<file path="src/rtl/uart_pkg.sv">
// uart_pkg: arbiter state encoding, HDLC framing constants and grant-width helper.
package uart_pkg;
    typedef enum logic [2:0] {IDLE, FETCH, SEND, GUARD, OPEN, ESC2, CLOSE} arb_state_t;
    localparam logic [7:0] HDLC_FLAG = 8'h7E;
    localparam logic [7:0] HDLC_ESC  = 8'h7D;
    localparam logic [7:0] HDLC_XOR  = 8'h20;
    function automatic int gid_w(input int n);
        return (n > 1) ? $clog2(n) : 1;
    endfunction
endpackage

</file>
<file path="src/rtl/rr_arbiter.sv">
// rr_arbiter: picks the first valid index at or after ptr, wrapping, with a found flag.
module rr_arbiter #(
    parameter int N = 4,
    parameter int W = 2
) (
    input  logic [N-1:0] valid,
    input  logic [W-1:0] ptr,
    output logic [W-1:0] pick,
    output logic         found
);
    logic [W-1:0] idx;
    always_comb begin
        pick  = '0;
        found = 1'b0;
        idx   = '0;
        // Scan from the farthest offset down so the nearest valid index wins.
        for (int k = N - 1; k >= 0; k--) begin
            idx = W'((int'(ptr) + k) % N);
            if (valid[idx]) begin
                pick  = idx;
                found = 1'b1;
            end
        end
    end
endmodule

</file>
<file path="src/rtl/uart_tx_arbiter.sv">
// uart_tx_arbiter: round-robin, packet-atomic sharing of one uart_tx among NUM_REQ byte streams.
// Define UART_TX_ARB_FRAMING_EN for RFC1662 flag/escape framing (MAX_BURST is then ignored).
module uart_tx_arbiter
    import uart_pkg::*;
#(
    parameter int NUM_REQ   = 4,
    parameter int MAX_BURST = 16
) (
    input  logic                      mclk,
    input  logic                      reset,
    input  logic [NUM_REQ-1:0]        req_valid,
    input  logic [8*NUM_REQ-1:0]      req_data,
    input  logic [NUM_REQ-1:0]        req_last,
    output logic [NUM_REQ-1:0]        req_ready,
    input  logic                      tx_ready,
    output logic [7:0]                tx_data,
    output logic                      tx_strobe,
    output logic [gid_w(NUM_REQ)-1:0] grant_id,
    output logic                      busy
);
    localparam int GW = gid_w(NUM_REQ);

    arb_state_t    state, state_n, guard_n;
    logic [GW-1:0] rr_ptr, pick, next_ptr;
    logic          found, xfer, last_r, cur_last;
    logic [7:0]    burst, cur_byte;

    rr_arbiter #(.N(NUM_REQ), .W(GW)) u_rr (
        .valid (req_valid),
        .ptr   (rr_ptr),
        .pick  (pick),
        .found (found)
    );

    assign cur_byte  = req_data[{grant_id, 3'b000} +: 8];
    assign cur_last  = req_last[grant_id];
    assign req_ready = (state == FETCH) ? (NUM_REQ'(tx_ready) << grant_id) : '0;
    assign xfer      = |(req_valid & req_ready);
    assign next_ptr  = (grant_id == GW'(NUM_REQ - 1)) ? '0 : grant_id + 1'b1;
    assign tx_strobe = (state == SEND);
    assign busy      = (state != IDLE);

`ifdef UART_TX_ARB_FRAMING_EN
    localparam arb_state_t START = OPEN;
    logic       esc_pend, closing, special;
    logic [7:0] esc_byte;
    assign special = (cur_byte == HDLC_FLAG) || (cur_byte == HDLC_ESC);
    assign guard_n = esc_pend ? ESC2 : closing ? IDLE : last_r ? CLOSE : FETCH;
`else
    localparam arb_state_t START = FETCH;
    // req_last coinciding with the burst limit simply ends the packet.
    assign guard_n = (last_r || burst == 8'(MAX_BURST)) ? IDLE : FETCH;
`endif

    always_ff @(posedge mclk or posedge reset)
        if (reset) state <= IDLE;
        else       state <= state_n;

    always_comb begin
        state_n = state;
        case (state)
            IDLE:    state_n = found ? START : IDLE;
            FETCH:   state_n = xfer ? SEND : FETCH;
            SEND:    state_n = GUARD;
            GUARD:   state_n = guard_n;
            default: state_n = tx_ready ? SEND : state;
        endcase
    end

    always_ff @(posedge mclk or posedge reset) begin
        if (reset) begin
            tx_data  <= '0;
            grant_id <= '0;
            rr_ptr   <= '0;
            burst    <= '0;
            last_r   <= 1'b0;
`ifdef UART_TX_ARB_FRAMING_EN
            esc_pend <= 1'b0;
            closing  <= 1'b0;
            esc_byte <= '0;
`endif
        end else begin
            case (state)
                IDLE: if (found) begin
                    grant_id <= pick;
                    burst    <= '0;
                    last_r   <= 1'b0;
`ifdef UART_TX_ARB_FRAMING_EN
                    esc_pend <= 1'b0;
                    closing  <= 1'b0;
`endif
                end
                FETCH: if (xfer) begin
                    last_r <= cur_last;
                    burst  <= burst + 8'd1;
`ifdef UART_TX_ARB_FRAMING_EN
                    tx_data  <= special ? HDLC_ESC : cur_byte;
                    esc_byte <= cur_byte ^ HDLC_XOR;
                    esc_pend <= special;
`else
                    tx_data <= cur_byte;
`endif
                end
                GUARD: if (guard_n == IDLE) rr_ptr <= next_ptr;
`ifdef UART_TX_ARB_FRAMING_EN
                OPEN: if (tx_ready) tx_data <= HDLC_FLAG;
                ESC2: if (tx_ready) begin
                    tx_data  <= esc_byte;
                    esc_pend <= 1'b0;
                end
                CLOSE: if (tx_ready) begin
                    tx_data <= HDLC_FLAG;
                    closing <= 1'b1;
                end
`endif
                default: ;
            endcase
        end
    end
endmodule

</file>
<file path="config.mk">
export PLATFORM = sky130hd
export DESIGN_NAME = uart_tx_arbiter
export DESIGN_NICKNAME = d
export VERILOG_FILES = /design/src/rtl/uart_pkg.sv /design/src/rtl/rr_arbiter.sv /design/src/rtl/uart_tx_arbiter.sv
export SDC_FILE = /design/constraint.sdc
export NUM_CORES = 1
export LEC_CHECK = 0
export ABC_AREA = 0
export BUFFER_PORTS_ARGS = -buffer_cell sky130_fd_sc_hd__buf_2
export CORE_MARGIN = 10
export CORE_UTILIZATION = 48
export CTS_CLUSTER_DIAMETER = 150
export CTS_CLUSTER_SIZE = 30
export DETAILED_ROUTE_END_ITERATION = 8
export PLACE_DENSITY = 0.88
export RECOVER_POWER = 50
export REMOVE_ABC_BUFFERS = 1
export SLEW_MARGIN = 20
export SYNTH_ARGS = -nofsm -noshare
export SYNTH_HDL_FRONTEND = slang
export SYNTH_SLANG_ARGS = --single-unit
</file>
<file path="constraint.sdc">
create_clock -name mclk -period 2.6 [get_ports mclk]
set_input_delay 0.13 -clock mclk [delete_from_list [all_inputs] [get_ports mclk]]
set_output_delay 0.13 -clock mclk [all_outputs]
set_load 0.02 [all_outputs]
</file>
Word level (Yosys, flattened, before mapping)
Cells that the tools add are included.

Flip-flop bits (word level): 24. Latch bits: 0. Bits in writable memories: 0. Memory bits (read-only): 0. Bits of input ports: 43. Output and inout bits: 16. Memories kept: 0.

Add/sub/neg operators: 5. Multiply operators: 0. Div/mod/pow operators: 0. Magnitude comparators: 5. Equal/unequal tests: 7. Shift-type cells: 2. Muxes and demuxes: 31. Bitwise gates (word level): 1. Reductions and logical operators: 11.

Operators by type and width (number): 32-bit by 6-bit indexed part select with 8-bit output (1); 8-bit two-way mux (2); 8-bit case mux with 2 select lines (1); 2-bit by 3-bit < comparator with 1-bit output, second input constant (5); 1-bit two-way mux (13); 2-bit two-way mux (6); 3-bit case mux with 4 select lines (1); 1-bit binary-select mux with 2-bit select (5); 8-bit by 1-bit adder with 8-bit output, second input constant (1); 8-bit by 5-bit == test with 1-bit output, second input constant (1); 3-bit by 2-bit == test with 1-bit output, second input constant (2); 3-bit zero test (2); 2-bit AND reduction (3); 5-bit nonzero test (1); 2-bit by 1-bit adder with 2-bit output, second input constant (2); 2-bit adder, second input constant (2); 4-bit AND (1); 4-bit two-way mux (1); 2-bit != test, second input constant (2); 4-bit OR reduction (1); 1-bit by 2-bit left shift with 4-bit output (1); 3-bit by 1-bit == test with 1-bit output, second input constant (1); 3-bit two-way mux (1); 3-bit AND reduction (1); 5 further kinds (5).

Logic depth before layout (Yosys ltp)
Depth in word-level cells: 9. Gate-level depth with buffers: 7.

Cells and area by module
Synthesis repeated with hierarchy kept, for this count alone.

Cell total of the unflattened synthesis: 128. Area total of the unflattened synthesis: 1450.1 um2.

By module, submodules not included: uart_tx_arbiter (times used 1, cells an instance 115, area each 1372.6 um2, sequential area each 575.6 um2); rr_arbiter (times used 1, cells an instance 13, area each 77.6 um2, sequential area each 0.0 um2).

Least setup slack after synthesis
OpenSTA, ideal clock, no wires.

Kind: register to register. Start point: register grant_id[0]. End point: register tx_data[4]. Library setup time: 0.125 ns. Data arrival time: 1.868 ns. Slack: 0.607 ns. Cell stages (with the launch flop): 7. Clock period less this slack: 1.993 ns. Path through: dfrtp_1 -> buf_6 -> mux4_2 -> and2_4 -> buf_6 -> buf_8 -> mux2_4.

Longest elaborated chain between the ends: 5. Elaborated cells between the ends (all ways): 6.

Ends and longest elaborated chain: from (decl) (RTL line uart_tx_arbiter.sv:18) `output logic [gid_w(NUM_REQ)-1:0] grant_id,`; from (signal assigned) (RTL line uart_tx_arbiter.sv:85) `grant_id <= pick;`; 1-bit by 2-bit left shift with 4-bit output (RTL line uart_tx_arbiter.sv:37) `assign req_ready = (state == FETCH) ? (NUM_REQ'(tx_ready) << grant_id) : '0;`; 4-bit two-way mux (RTL line uart_tx_arbiter.sv:37); 4-bit AND (RTL line uart_tx_arbiter.sv:38) `assign xfer = |(req_valid & req_ready);`; 4-bit OR reduction (RTL line uart_tx_arbiter.sv:38); 2-bit AND reduction (no source line); to (signal assigned) (RTL line uart_tx_arbiter.sv:101) `tx_data <= cur_byte;`; to (decl) (RTL line uart_tx_arbiter.sv:16) `output logic [7:0] tx_data,`.

Several ways; a longest one is shown, not always the timed one. A chain may end at the register's enable or synchronous reset.

Worst setup path in the final report
Start point: register grant_id[1]. End point: register burst[7].

Longest elaborated chain between the ends: 6.

Ends and longest elaborated chain: 1-bit by 2-bit left shift with 4-bit output (RTL line uart_tx_arbiter.sv:37); 4-bit two-way mux (RTL line uart_tx_arbiter.sv:37); 4-bit AND (RTL line uart_tx_arbiter.sv:38); 4-bit OR reduction (RTL line uart_tx_arbiter.sv:38); 2-bit != test (no source line); 3-bit AND reduction (no source line); to (signal assigned) (RTL line uart_tx_arbiter.sv:95) `burst <= burst + 8'd1;`; to (decl) (RTL line uart_tx_arbiter.sv:26) `logic [7:0] burst, cur_byte;`.

Every way passes these cells.

==> run_results.csv <==
group,metric,value,unit
cts,cts_resized,0,
cts,cts_sinks,23,
cells_and_area,final_cell_mix,"buf_2 (50), dfrtp_1 (23), nand2_1 (12)",
cts,clkLatencyLatePin,310,ps
cells_and_area,fin_nets,230,
logic_synthesis,ys_types,39,
sta,finalHoldViolCount,23,
power,vdd_drop_max,0.8377,mV
cells_and_area,diodes,0,
sta,slew_headroom,0.4057,
sta,hold_ws,-9.796,ps
global_routing,use_met3,0.04654,
routing,drt-pass1-iter-count,4,
floorplanning,fp.dieH,74.59,µm
cts,cts_root_buf,"clkbuf_4",
flow_run,drv_cap,0,
placed_design,dpl.hpwl,3.195,mm
placed_design,gp_congestion,0.9215,
logic_synthesis,yosysWarnings,0,
status,violations,"negative hold slack",
sta,setup_viol,0,
worst_setup_path,path_class,"reg2reg",
global_routing,grt_use_met1,0.1708,
global_routing,grt.total_usage,0.1474,
cts,clk_pin_slew,120,ps
logic_synthesis,syn-cell-area,1430,µm²
routing,drc,0,
logic_synthesis,synth_edf_count,0,
logic_synthesis,synth_cells,125,
power,leakagePower,0.8313,nW
floorplanning,die_area,5563,µm²
routing,ant_nets,0,
global_routing,grtUsageMet2,0.2565,
cts,numCtsBuffers,3,
placed_design,dp.cells,210,
cells_and_area,layoutNonFillerInstCount,214,
routing,drt_iter0_drc,53,
routing,wl_per_cell,18.86,µm
floorplanning,io_pins,59,
sta,fmax,488.5,MHz
floorplanning,fp.dieW,74.59,µm
power,power_density,938.4,nW/µm²
worst_setup_path,arrival,2290,ps
min_path,holdCritPathClass,"in2async",
cells_and_area,drive_gt1_frac,0.3989,
cells_and_area,area_delta_synth_final,21.78,%
floorplanning,coreArea,2805,µm²
global_routing,busiest_layer,"met2",
global_routing,gr-total-overflow,0,
global_routing,grt_pass1_wl,6.444,mm
cts,post-cts-setup-buffers,0,
global_routing,grt_pass1_vias,1353,
logic_synthesis,ys_seq_area_frac,0.4024,
cells_and_area,final_common_cell,"buf_2",
placed_design,place.port_buffers,58,
sta,finalCritPeriodShare,0.7874,
sta,period_needed,2047,ps
global_routing,grt_max_degree,24,
sta,rsz0062_at_grt,"no",
floorplanning,initial_core_util,0.5098,
worst_setup_path,crit_path_start_kind,"flop",
routing,avgViaCountPerCell,5.752,
sta,tns,0,ps
cts,htreeDepth,1,
status,status,"finished with violations",
routing,wirelength,4.036,mm
worst_setup_path,end_kind,"flop",
logic_synthesis,synthArstFlopShare,1.000,
logic_synthesis,dominantRegCellSynth,"dfrtp_1",
worst_setup_path,r2r_setup_slack,550,ps
worst_setup_path,path_max_fanout,17,
worst_setup_path,critPathRequiredTime,2840,ps
floorplanning,rows,19,
cts,cts_buffer_depth,2,
global_routing,antenna_found_initial,0,
logic_synthesis,syn_area_per_cell,11.44,µm²
sta,clock_skew,2.924,ps
cts,cts_tree,"yes",
logic_synthesis,ys_ff_latch,23,
routing,vias,1231,
sta,drv_slew,0,
sta,worst_pin_slew,890.5,ps
cts,postCtsHoldBufs,0,
metal layers:
| layer | vias to the layer above | wire length, µm |
|---|---|---|
| met3 | 6 | 227 |
| met4 | 0 | 52 |
| met1 | 590 | 1539 |
| met5 | - | 0 |
| li1 | 585 | - |
| met2 | 50 | 2217 |
flip-flops by register name, summed over array words and instances (netlist names):
signal	count
rr_ptr	2
grant_id	2
tx_data	8
state	2
last_r	1
burst	8
worst paths after layout:
kind | start | depth (start not counted) | to
min in group mclk | req_valid[3] | 3 | grant_id[1]
min | reset | 2 | tx_data[2]
min reg2reg | tx_data[3] | 2 | tx_data[3]
max in group asynchronous | reset | 2 | tx_data[5]
max reg2reg | grant_id[1] | 4 | burst[7]
max | grant_id[1] | 4 | burst[7]
cell type report:
class                   count  area, µm²
repair buffers             60      295.3
multi-input cells          89      779.5
inverters                   7      26.28
flip-flops and latches     23      575.6
well taps                  31      38.79
fillers                   239       1064
clock buffers               4      26.28
cell usage after synthesis (all sizes together) (2+ instances only):
master,instances,area [µm²]
a21oi,6,30.03
and3b,2,17.52
and4,2,17.52
buf,3,37.53
clkbuf,3,11.26
dfrtp,23,575.6
ha,3,37.54
inv,7,26.28
mux2,8,97.59
mux2i,2,20.02
mux4,10,232.7
nand2,12,45.04
nand3,3,15.01
nand4,4,25.02
nor2,6,22.52
nor2b,2,12.51
nor3b,3,22.52
o21ai,6,30.03
o31ai,3,27.52
xor2,2,17.52
cells by family after synthesis:
kind of cell | share of synthesized area
mux | 0.2450
flops | 0.4024
xor+xnor | 0.01225
buf+inv | 0.05249
fa+ha+maj | 0.02625
compound gates | 0.08924
simple gates | 0.1724
where the power goes:
part	switching (mW)	total, mW	internal, mW
logic	0.459	0.850	0.391
clock network	0.106	0.166	0.0599
registers	0.136	0.619	0.482
total	0.701	1.63	0.933
critical path, cell delays in order, from the launching register on:
cell     delay [ps]
dfrtp_1         740
mux4_2          370
nand2_1         170
or4_1           560
a21oi_1         150
per-stage QoR:
| step | setup WS, ps | instance area (µm²) | utilization | hold slack [ps] | power [mW] |
|---|---|---|---|---|---|
| final | 552.8 | 1742 | 0.6209 | -9.796 | 1.634 |
| after global routing | 454.1 | 1742 | 0.6209 | 28.33 | 1.756 |
| after CTS | 584.9 | 1752 | 0.6244 | 7.317 | 1.661 |
| after detailed placement | 595.6 | 1725 | 0.6151 | 358.3 | 1.493 |
| after global placement | 718.6 | 1725 | 0.6151 | 343.6 | 1.441 |
| after floorplan | 497.6 | 1381 | - | 131.9 | 1.205 |
Power figures use the tool's default switching activity.
